===== config.mk =====
export PLATFORM = sky130hd
export DESIGN_NAME = ifu_fill_unit
export DESIGN_NICKNAME = d
export VERILOG_FILES = /design/src/rtl/ifu_fill_unit.sv
export SDC_FILE = /design/constraint.sdc
export NUM_CORES = 1
export LEC_CHECK = 0
export ABC_AREA = 0
export CORE_ASPECT_RATIO = 1.1
export CORE_MARGIN = 1
export CORE_UTILIZATION = 50
export DETAILED_ROUTE_END_ITERATION = 12
export PLACE_DENSITY = 0.79
export SETUP_SLACK_MARGIN = 0.15
export SYNTH_ARGS = -nofsm -noshare
export SYNTH_HDL_FRONTEND = slang
export SYNTH_SLANG_ARGS = --single-unit

===== constraint.sdc =====
create_clock -name clk -period 1.75 [get_ports clk]
set_input_delay 0.35 -clock clk [delete_from_list [all_inputs] [get_ports clk]]
set_output_delay 0.35 -clock clk [all_outputs]
set_load 0.1 [all_outputs]

===== src/rtl/ifu_fill_unit.sv =====
// ifu_fill_unit: instruction-cache line fill engine.
// Captures one miss tag, issues a line-aligned memory read, assembles
// BEATS data beats (lowest beat first) into a line and returns it with a
// one-cycle fill pulse. Only one miss is outstanding at a time.
//
// Optional feature macro: IFU_FILL_TIMEOUT_EN
//   defined   -> FILL watchdog aborts a stalled fill after TIMEOUT_CYCLES
//                beat-less cycles and pulses fill_error_out.
//   undefined -> no watchdog, FILL waits indefinitely, fill_error_out = 0.
//
// state | meaning
// ------+-----------------------------------------------------------
// IDLE  | no miss in flight; samples miss_valid_in, captures the tag
// REQ   | memory read request presented, waiting for mem_req_ready_in
// FILL  | collecting beats into the line buffer
// RSP   | one-cycle fill pulse to the cache with captured tag + line
module ifu_fill_unit #(
  parameter  int ADDR_WIDTH     = 32,
  parameter  int OFFSET_WIDTH   = 4,
  parameter  int LINE_WIDTH     = 128,
  parameter  int MEM_DATA_WIDTH = 32,
  parameter  int TIMEOUT_CYCLES = 64,
  localparam int TAG_WIDTH      = ADDR_WIDTH - OFFSET_WIDTH
) (
  input  logic                      clk,
  input  logic                      rst_n,
  input  logic [TAG_WIDTH-1:0]      miss_tag_in,
  input  logic                      miss_valid_in,
  output logic [TAG_WIDTH-1:0]      fill_tag_out,
  output logic [LINE_WIDTH-1:0]     fill_line_out,
  output logic                      fill_valid_out,
  output logic                      mem_req_valid_out,
  input  logic                      mem_req_ready_in,
  output logic [ADDR_WIDTH-1:0]     mem_req_addr_out,
  input  logic                      mem_rsp_valid_in,
  input  logic [MEM_DATA_WIDTH-1:0] mem_rsp_data_in,
  output logic                      busy_out,
  output logic                      fill_error_out
);

  localparam int BEATS  = LINE_WIDTH / MEM_DATA_WIDTH;
  localparam int BEAT_W = (BEATS > 1) ? $clog2(BEATS) : 1;
  localparam bit PARAMS_OK = (BEATS >= 2) && (LINE_WIDTH % MEM_DATA_WIDTH == 0) &&
                             (TIMEOUT_CYCLES >= 1) && (OFFSET_WIDTH < ADDR_WIDTH);

  // Reject parameter sets that cannot form a whole multi-beat line.
  if (!PARAMS_OK) begin : g_bad_params
    $error("ifu_fill_unit: illegal parameter combination");
  end

  typedef enum logic [1:0] {
    S_IDLE = 2'd0,
    S_REQ  = 2'd1,
    S_FILL = 2'd2,
    S_RSP  = 2'd3
  } state_e;

  state_e                  state_q, state_d;
  logic [TAG_WIDTH-1:0]    tag_q;
  logic [BEAT_W-1:0]       beat_q;
  logic [LINE_WIDTH-1:0]   line_q, line_d;
  logic [TAG_WIDTH-1:0]    fill_tag_q;
  logic [LINE_WIDTH-1:0]   fill_line_q;
  logic                    beat_acc;
  logic                    beat_last;
  logic                    req_hs;
  logic                    timeout;

  assign beat_acc  = (state_q == S_FILL) && mem_rsp_valid_in;
  assign beat_last = (beat_q == BEAT_W'(BEATS - 1));
  assign req_hs    = (state_q == S_REQ) && mem_req_ready_in;

`ifdef IFU_FILL_TIMEOUT_EN
  localparam int WDOG_W = $clog2(TIMEOUT_CYCLES + 1);
  logic [WDOG_W-1:0] wdog_q;

  // Watchdog down-counter: reloaded on FILL entry and on every beat.
  always_ff @(posedge clk or negedge rst_n) begin
    if (!rst_n) begin
      wdog_q <= '0;
    end else if (req_hs || beat_acc) begin
      wdog_q <= WDOG_W'(TIMEOUT_CYCLES - 1);
    end else if ((state_q == S_FILL) && (wdog_q != '0)) begin
      wdog_q <= wdog_q - 1'b1;
    end
  end

  assign timeout = (state_q == S_FILL) && !mem_rsp_valid_in && (wdog_q == '0);
`else
  assign timeout = 1'b0;
`endif

  // State register.
  always_ff @(posedge clk or negedge rst_n) begin
    if (!rst_n) begin
      state_q <= S_IDLE;
    end else begin
      state_q <= state_d;
    end
  end

  // Next-state decode and state-derived outputs.
  always_comb begin
    state_d           = state_q;
    mem_req_valid_out = 1'b0;
    fill_valid_out    = 1'b0;
    case (state_q)
      S_IDLE: begin
        if (miss_valid_in) state_d = S_REQ;
      end
      S_REQ: begin
        mem_req_valid_out = 1'b1;
        if (mem_req_ready_in) state_d = S_FILL;
      end
      S_FILL: begin
        if (beat_acc && beat_last) state_d = S_RSP;
        else if (timeout)          state_d = S_IDLE;
      end
      S_RSP: begin
        fill_valid_out = 1'b1;
        state_d        = S_IDLE;
      end
      default: state_d = S_IDLE;
    endcase
  end

  // Line buffer with the current beat merged into slice beat_q.
  always_comb begin
    line_d = line_q;
    for (int k = 0; k < BEATS; k++) begin
      if (beat_q == BEAT_W'(k)) begin
        line_d[k*MEM_DATA_WIDTH +: MEM_DATA_WIDTH] = mem_rsp_data_in;
      end
    end
  end

  // Miss tag capture, beat counter and line assembly.
  always_ff @(posedge clk or negedge rst_n) begin
    if (!rst_n) begin
      tag_q  <= '0;
      beat_q <= '0;
      line_q <= '0;
    end else begin
      if ((state_q == S_IDLE) && miss_valid_in) tag_q <= miss_tag_in;
      if (req_hs) begin
        beat_q <= '0;
      end else if (beat_acc) begin
        line_q <= line_d;
        beat_q <= beat_last ? '0 : beat_q + 1'b1;
      end
    end
  end

  // Returned tag/line are latched on the final beat so they stay put while
  // the next miss is being filled into line_q.
  always_ff @(posedge clk or negedge rst_n) begin
    if (!rst_n) begin
      fill_tag_q  <= '0;
      fill_line_q <= '0;
    end else if (beat_acc && beat_last) begin
      fill_tag_q  <= tag_q;
      fill_line_q <= line_d;
    end
  end

  assign fill_tag_out     = fill_tag_q;
  assign fill_line_out    = fill_line_q;
  assign mem_req_addr_out = {tag_q, {OFFSET_WIDTH{1'b0}}};
  assign busy_out         = (state_q != S_IDLE);
  assign fill_error_out   = timeout;

endmodule


==> flow_summary.toml, run 1 <==
[critical_path]
rr_endpoint = "line_q[51]$_DFFE_PN0P_"
worstReg2RegStart = "state_q[1]$_DFFE_PN0P_"
cp.depth = 5
endpoint = "busy_out"
timing_worst_setup_path_type = "reg -> out"
crit_fanout = 2
cp-start-kind = "register"
worst-path-buf-inv = 4
crit_family = "buffers and inverters"
crit_chain = "inv_2 > ha_4 > buf_6 > clkinvlp_4 > buf_12"
cp.required_ps = 1400
crit_arrival_ps = 1590
critPathSlowestCell = "dfrtp_1"
slowest_delay_ps = 400
rrSetupSlack_ps = -150
crit_path_end_kind = "output pin"
reg2reg_depth = 9
crit_start = "state_q[0]$_DFFE_PN0P_"

[clock_network]
cts_inserted_buffers = 29
root_buffer = "clkbuf_16"
worst_skew_pair.late_latency_ps = 550
clock_sinks = 284
clockBufferDepth = 3
cts.clk_slew.worst_paths_ps = 60
cts_tree = "done"
ctsHtreeMaxLevel = 1

[synthesis]
ys.flop_type = "dfrtp_1"
synthDistinctLibCells = 22
synth_edf_count = 0
ys_seq_area_frac = 0.615
synth_top_area_cell = "dfrtp_1"
async_flop_share = 1.00
yosysTopAreaCellShare = 0.615
synthTopCellsByArea = "dfrtp_1, mux2_1, nand2_1"
synth_cells = 973
ys_warn_count = 0
syn_area_sq_mm = 0.0116
synth_common_cells = "dfrtp_1, nand2_1, mux2_1"
avgSynthCellArea_sq_um = 11.9
synth-seq-cells = 284
synth_most_common_cell = "dfrtp_1"

[floorplanning]
ios = 257
die-area_sq_mm = 0.0237
core-area_sq_mm = 0.0224
num_rows = 57
fp.dieW_um = 147
start_util = 0.516
fp.dieH_um = 161

[route]
wire_per_inst_um = 25.7
drtPass1Iterations = 5
drc = 0
drt_iter0_markers = 562
via_per_inst = 5.82
dr_total_vias = 9351
drt-total-wl_um = 41300
ant_nets = 0

[grt]
grt_busiest_layer = "met2"
grt_max_degree = 43
grtUsageMet1 = 0.371
grt_pass1_wl_um = 56500
grt_use_total = 0.309
use_met2 = 0.554
grt-ovfl-total = 0
grt_pass1_vias = 9758
grt_use_met3 = 0.0653
antenna_found_initial = 0

[sta]
hold_viol = 0
finalMaxSlewViolations = 0
min_period_ps = 1940
rsz0062_at_grt = "yes"
post-route-period-util = 1.11
layout_setup_ws_ps = -189
setup_viol = 159
fin_skew_ps = 25.4
fmaxAchievable_ghz = 0.516

[final_layout]
final_layout_size_suffix_gt1_frac = 0.370
fin_cells = 1608
final_util = 0.861
area_growth_pct = 66.9
fin_nets = 1366
nFillCells = 958

[job]
cap_violations = 0

[outcome]
run_status = "finished, violations left"
violations = "negative setup slack"

[place]
pre_cts_ws_ps = -140
placed_cells = 1495
portBuffers = 251
hpwl_um = 20500
globalplace.congestion = 0.744

[hold_path]
holdCritPathClass = "in -> async"
==> per-stage QoR <==
stage	cell area, sq um	TNS (ps)	hold slack (ps)
after floorplan	11600	0	54.4
after global placement	16600	-9660	283
after detailed placement	16600	-17010	282
after CTS	18500	-770	307
after global routing	19300	-15130	341
final	19300	-9890	318
==> routing by layer <==
layer | up-vias | wire, um
met5 | - | 0
met4 | 0 | 1790
met3 | 135 | 3060
met2 | 484 | 21600
met1 | 4822 | 14800
li1 | 3910 | -
==> worst register-to-register path, cell delays in order (launching register included) <==
cell and delay [ps]:
dfrtp_1 390, inv_2 70, buf_4 140, ha_4 180, nand2_4 70, nand4_1 140
buf_6 180, buf_12 130, buf_12 140, mux2_4 310
==> state kept, by name, indices dropped and copies added, names as in the netlist <==
| name | count |
|---|---|
| line_q | 96 |
| fill_line_out | 128 |
| fill_tag_out | 28 |
| tag_q | 28 |
| state_q | 2 |
| beat_q | 2 |
==> area by class of cell <==
cell class	count	area [sq um]	share of cell area
sequential	284	7110	0.369
timing repair buffer	349	6200	0.321
multi-input combinational	623	4710	0.244
clock buffer	46	840	0.0435
tap	295	369	0.0191
clock inverter	4	26.3	0.00136
inverter	6	26.3	0.00136
antenna	1	2.50	0.000130
==> how the worst min path moves through the flow <==
stage                from                              to  cells past startpoint
floorplan           rst_n           beat_q[0]$_DFFE_PN0P_                      0
global placement    rst_n          line_q[70]$_DFFE_PN0P_                      1
detailed placement  rst_n  fill_line_out[103]$_DFFE_PN0P_                      1
CTS                 rst_n   fill_line_out[71]$_DFFE_PN0P_                      2
global route        rst_n   fill_line_out[38]$_DFFE_PN0P_                      2
finish              rst_n   fill_line_out[38]$_DFFE_PN0P_                      2
==> cell families after synthesis <==
group / after synthesis / share of synthesized area
AO/OA/AOI/OAI: 100 / 0.0441
multiplexers: 223 / 0.207
adder cells (fa/ha/maj): 8 / 0.00867
AND/OR/NAND/NOR: 287 / 0.0951
flip-flops: 284 / 0.615
buffers and inverters: 70 / 0.0298
other: 1 / 0.000325
==> repair_timing <==
item,in CTS,in global routing
setup buffers,20,4
gates resized for setup,140,54
pin swaps,5,5
endpoints found under the setup margin,256,256
hold buffers,1,0
endpoints found under the hold margin,35,0
gates cloned,12,25
==> placed cells by master (no fill, tap or decap), types with 16 or more instances in the layout <==
cell type        synthesis  layout
buf_16                   0      16
buf_12                   0     217
mux2_1                 117      20
o21ai_1                 96      79
nand2_2                  1      22
clkbuf_16                0      46
clkdlybuf4s50_1          0      63
buf_6                    0      18
dfrtp_1                284     284
mux2_4                   0      97
nand2_1                279     255
o21ai_2                  0      16
mux2i_1                 98      97
Power of run 1 is not shown: default switching activity piles up to over one toggle a cycle in this logic, so the estimate is an artifact.
==> run 2: changes to the inputs <==
Settings changed: SKIP_LAST_GASP set to 1.
==> flow_summary.toml, run 2 (synthesis gave the netlist of run 1 again) <==
[final_layout]
fin_nets = 1380
final_layout_size_suffix_gt1_frac = 0.539
ff_latch_area_sq_mm = 0.00711
final_util = 0.926
final_common_cell = "dfrtp_1"
area_growth_pct = 79.6
multi_input_area_sq_mm = 0.00586
fin_cells = 1621
layout_common_cells = "dfrtp_1, buf_12, nand2_4, mux2_4, mux2i_1"
nFillCells = 621
num_antenna_cells = 0
largest_register_ffs = 128

[outcome]
violations = "negative setup slack"
run_status = "finished, violations left"

[route]
via_per_inst = 6.15
drtPass1Iterations = 5
drt_iter0_markers = 748
ant_nets = 0
drc = 0
wire_per_inst_um = 31.1
drt-total-wl_um = 50500
dr_total_vias = 9968

[critical_path]
cp-start-kind = "register"
crit_fanout = 8
crit_path_end_kind = "register"
timing_worst_setup_path_type = "reg -> reg"
cp.required_ps = 2170
crit_arrival_ps = 2430

[grt]
grt-ovfl-total = 0
grt_pass1_vias = 9574
use_met2 = 0.532
grtUsageMet1 = 0.371
grt_max_degree = 43
antenna_found_initial = 0
grt_use_total = 0.301
grt_use_met3 = 0.0607
grt_busiest_layer = "met2"
grt_pass1_wl_um = 55200

[floorplanning]
num_rows = 57
core-area_sq_mm = 0.0224
fp.dieW_um = 147
fp.dieH_um = 161
start_util = 0.516
ios = 257
die-area_sq_mm = 0.0237

[place]
portBuffers = 251
hpwl_um = 20500
placed_cells = 1495
globalplace.congestion = 0.744

[sta]
layout_setup_ws_ps = -253
finalMaxSlewViolations = 0
fin_skew_ps = 13.6
slew_headroom = 0.636
tightest_slew_ps = 544
setup_viol = 256
fmaxAchievable_ghz = 0.499
post-route-period-util = 1.14
rsz0062_at_grt = "yes"
min_period_ps = 2000
hold_viol = 0

[clock_network]
ctsHtreeMaxLevel = 1
clock_sinks = 284
cts_tree = "done"
root_buffer = "clkbuf_16"
cts_inserted_buffers = 29
worst_skew_pair.late_latency_ps = 550
cts.clk_slew.worst_paths_ps = 70
clockBufferDepth = 3

[hold_path]
holdCritPathClass = "in -> async"

[job]
cap_violations = 0
==> run 2: cell count changes in the layout (fill, tap and decap cells not counted), moves of 3 or more <==
cell       before  now
buf_12        217  220
buf_8           2    5
clkbuf_16      46   55
nand2_1       255   79
nand2_2        22   93
nand2_4         3  108
o21ai_1        79   40
o21ai_2        16   52
o21ai_4         1    4
==> run 2: per-stage QoR <==
| step | area (sq um) | hold slack (ps) | worst slack [ps] | setup TNS [ps] |
|---|---|---|---|---|
| 2_1_floorplan | 11600 | 54.4 | 21.7 | 0 |
| 3_3_place_gp | 16600 | 283 | -117 | -9660 |
| 3_5_place_dp | 16600 | 282 | -140 | -17010 |
| 4_1_cts | 18400 | 307 | -145 | -1160 |
| 5_1_grt | 20700 | 339 | -277 | -46030 |
| 6_report | 20700 | 303 | -253 | -36650 |
==> run 2: final timing paths <==
path	slack, ps	end	cells after the start	startpoint
setup reg to reg	-250	line_q[36]$_DFFE_PN0P_	9	state_q[1]$_DFFE_PN0P_
max in group asynchronous	740	fill_tag_out[11]$_DFFE_PN0P_	4	rst_n
setup / recovery	-250	line_q[36]$_DFFE_PN0P_	9	state_q[1]$_DFFE_PN0P_
hold reg to reg	510	line_q[6]$_DFFE_PN0P_	1	line_q[6]$_DFFE_PN0P_
hold / removal	300	line_q[70]$_DFFE_PN0P_	2	rst_n
min in group clk	410	tag_q[18]$_DFFE_PN0P_	2	miss_tag_in[18]
==> run 2: area by class of cell <==
class | count | share of cell area
timing repair buffer | 363 | 0.314
multi-input combinational | 623 | 0.282
inverter | 6 | 0.00127
clock inverter | 4 | 0.00127
clock buffer | 46 | 0.0405
sequential | 284 | 0.343
tap | 295 | 0.0178
==> run 2: layer usage <==
layer	share of wire	wire length, um	up-vias
li1	-	-	3927
met1	0.34	17300	5164
met4	0.062	3130	0
met3	0.081	4090	226
met5	0	0	-
met2	0.51	26000	651
==> run 2: critical path: stages (launching register included) <==
cell and delay [ps]:
dfrtp_1 410, inv_2 80, buf_4 150, ha_4 190, nand2_4 80, nand4_1 150, buf_6 190, buf_12 130
buf_12 140, mux2_4 350
==> run 2: repair_timing <==
action | CTS | global route
pin swaps | 5 | 166
cloned | 12 | 39
buffers inserted | 20 | 4
setup endpoints to repair | 256 | 256
hold buffers | 1 | 0
resized for setup | 100 | 429
endpoints found under the hold margin | 35 | 0
Power of run 2 is left out for the same reason.
==> run 3: changes to the inputs <==
Settings changed: CORE_UTILIZATION 50 to 45, PLACE_DENSITY 0.79 to 0.75, SLEW_MARGIN set to 40.
Clock period 1.75 ns to 1.8 ns, I/O delays scaled along.
==> flow_summary.toml, run 3 (synthesis gave the netlist of run 1 again) <==
[route]
drtPass1Iterations = 7
via_per_inst = 5.10
ant_nets = 0
dr_total_vias = 8285
wire_per_inst_um = 19.7
drt-total-wl_um = 32000
drc = 0
drt_iter0_markers = 370

[final_layout]
fin_nets = 1330
layout_common_cells = "dfrtp_1, nand2_1, buf_12, mux2i_1, o21ai_1"
area_growth_pct = 60.2
final_area_sq_mm = 0.0185
num_antenna_cells = 0
largest_register_ffs = 128
final_layout_size_suffix_gt1_frac = 0.313
final_common_cell = "dfrtp_1"

[hold_path]
holdCritPathClass = "in -> async"

[clock_network]
root_buffer = "clkbuf_16"
ctsHtreeMaxLevel = 1
clockBufferDepth = 3
cts.clk_slew.worst_paths_ps = 60
worst_skew_pair.late_latency_ps = 550
cts_inserted_buffers = 30
cts_tree = "done"
clock_sinks = 284

[sta]
layout_setup_ws_ps = -5.62
finalSetupTns_ps = -10.7
rsz0062_at_grt = "yes"
fmaxAchievable_ghz = 0.554
min_period_ps = 1810
post-route-period-util = 1.00
finalMaxSlewViolations = 0
setup_viol = 2
fin_skew_ps = 7.59
hold_viol = 0

[job]
cap_violations = 0

[floorplanning]
fp.dieH_um = 170
ios = 257
die-area_sq_mm = 0.0263
core-area_sq_mm = 0.0253
num_rows = 61
fp.dieW_um = 155
start_util = 0.457

[grt]
grt_use_total = 0.229
grt_pass1_vias = 8709
antenna_found_initial = 0
grt-ovfl-total = 0
grt_max_degree = 61
grt_pass1_wl_um = 47300

[outcome]
violations = "negative setup slack"
run_status = "finished, violations left"

[critical_path]
cp-start-kind = "register"
crit_fanout = 5
rrSetupSlack_ps = 20
crit_path_end_kind = "output pin"
timing_worst_setup_path_type = "reg -> out"
crit_arrival_ps = 1450
cp.required_ps = 1440

[place]
placed_cell_area_sq_mm = 0.0167
portBuffers = 251
globalplace.congestion = 0.749
hpwl_um = 19400
run 3: repair_timing:
| action | CTS | global route |
|---|---|---|
| setup endpoints to repair | 246 | 252 |
| setup buffers | 6 | 3 |
| gates cloned | 3 | 10 |
| hold endpoints to repair | 34 | 0 |
| hold buffers | 1 | 0 |
| pin swaps | 2 | 4 |
| resized for setup | 30 | 81 |
run 3: area by class of cell:
cell class	count	area, sq um
inverter	6	25.0
clock buffer	45	878
clock inverter	10	150
sequential	284	7110
tap	346	433
multi-input combinational	623	4510
fill	1595	6760
timing repair buffer	312	5400
run 3: layer usage:
metal	track usage	part of all wire	vias to the layer above	routed length [um]
met5	0	0	-	0
met4	0.0542	0.021	0	667
met3	0.0611	0.065	52	2090
met2	0.405	0.51	243	16300
met1	0.278	0.40	4177	12900
li1	-	-	3813	-
run 3: per-stage QoR:
stage / instances / setup WS (ps) / hold WS (ps) / util
floorplan: 977 / 71.7 / 64.4 / -
global placement: 1548 / -65.9 / 294 / 0.660
detailed placement: 1548 / -110 / 291 / 0.660
CTS: 1613 / -16.3 / 313 / 0.711
global route: 1626 / -41.8 / 339 / 0.732
finish: 1626 / -5.62 / 303 / 0.732
run 3: worst max-delay path: stages (launching register included):
cell     delay [ps]
dfrtp_1         420
inv_2           110
ha_4            190
buf_12          180
run 3: worst paths after layout:
path,cells past startpoint,startpoint,to
setup / recovery,3,state_q[1]$_DFFE_PN0P_,mem_req_valid_out
hold / removal,2,rst_n,fill_line_out[100]$_DFFE_PN0P_
setup reg to reg,8,state_q[0]$_DFFE_PN0P_,line_q[47]$_DFFE_PN0P_
hold reg to reg,1,line_q[87]$_DFFE_PN0P_,line_q[87]$_DFFE_PN0P_
max in group asynchronous,3,rst_n,fill_line_out[12]$_DFFE_PN0P_
min in group clk,2,miss_tag_in[24],tag_q[24]$_DFFE_PN0P_
Power of run 3 is left out for the same reason.
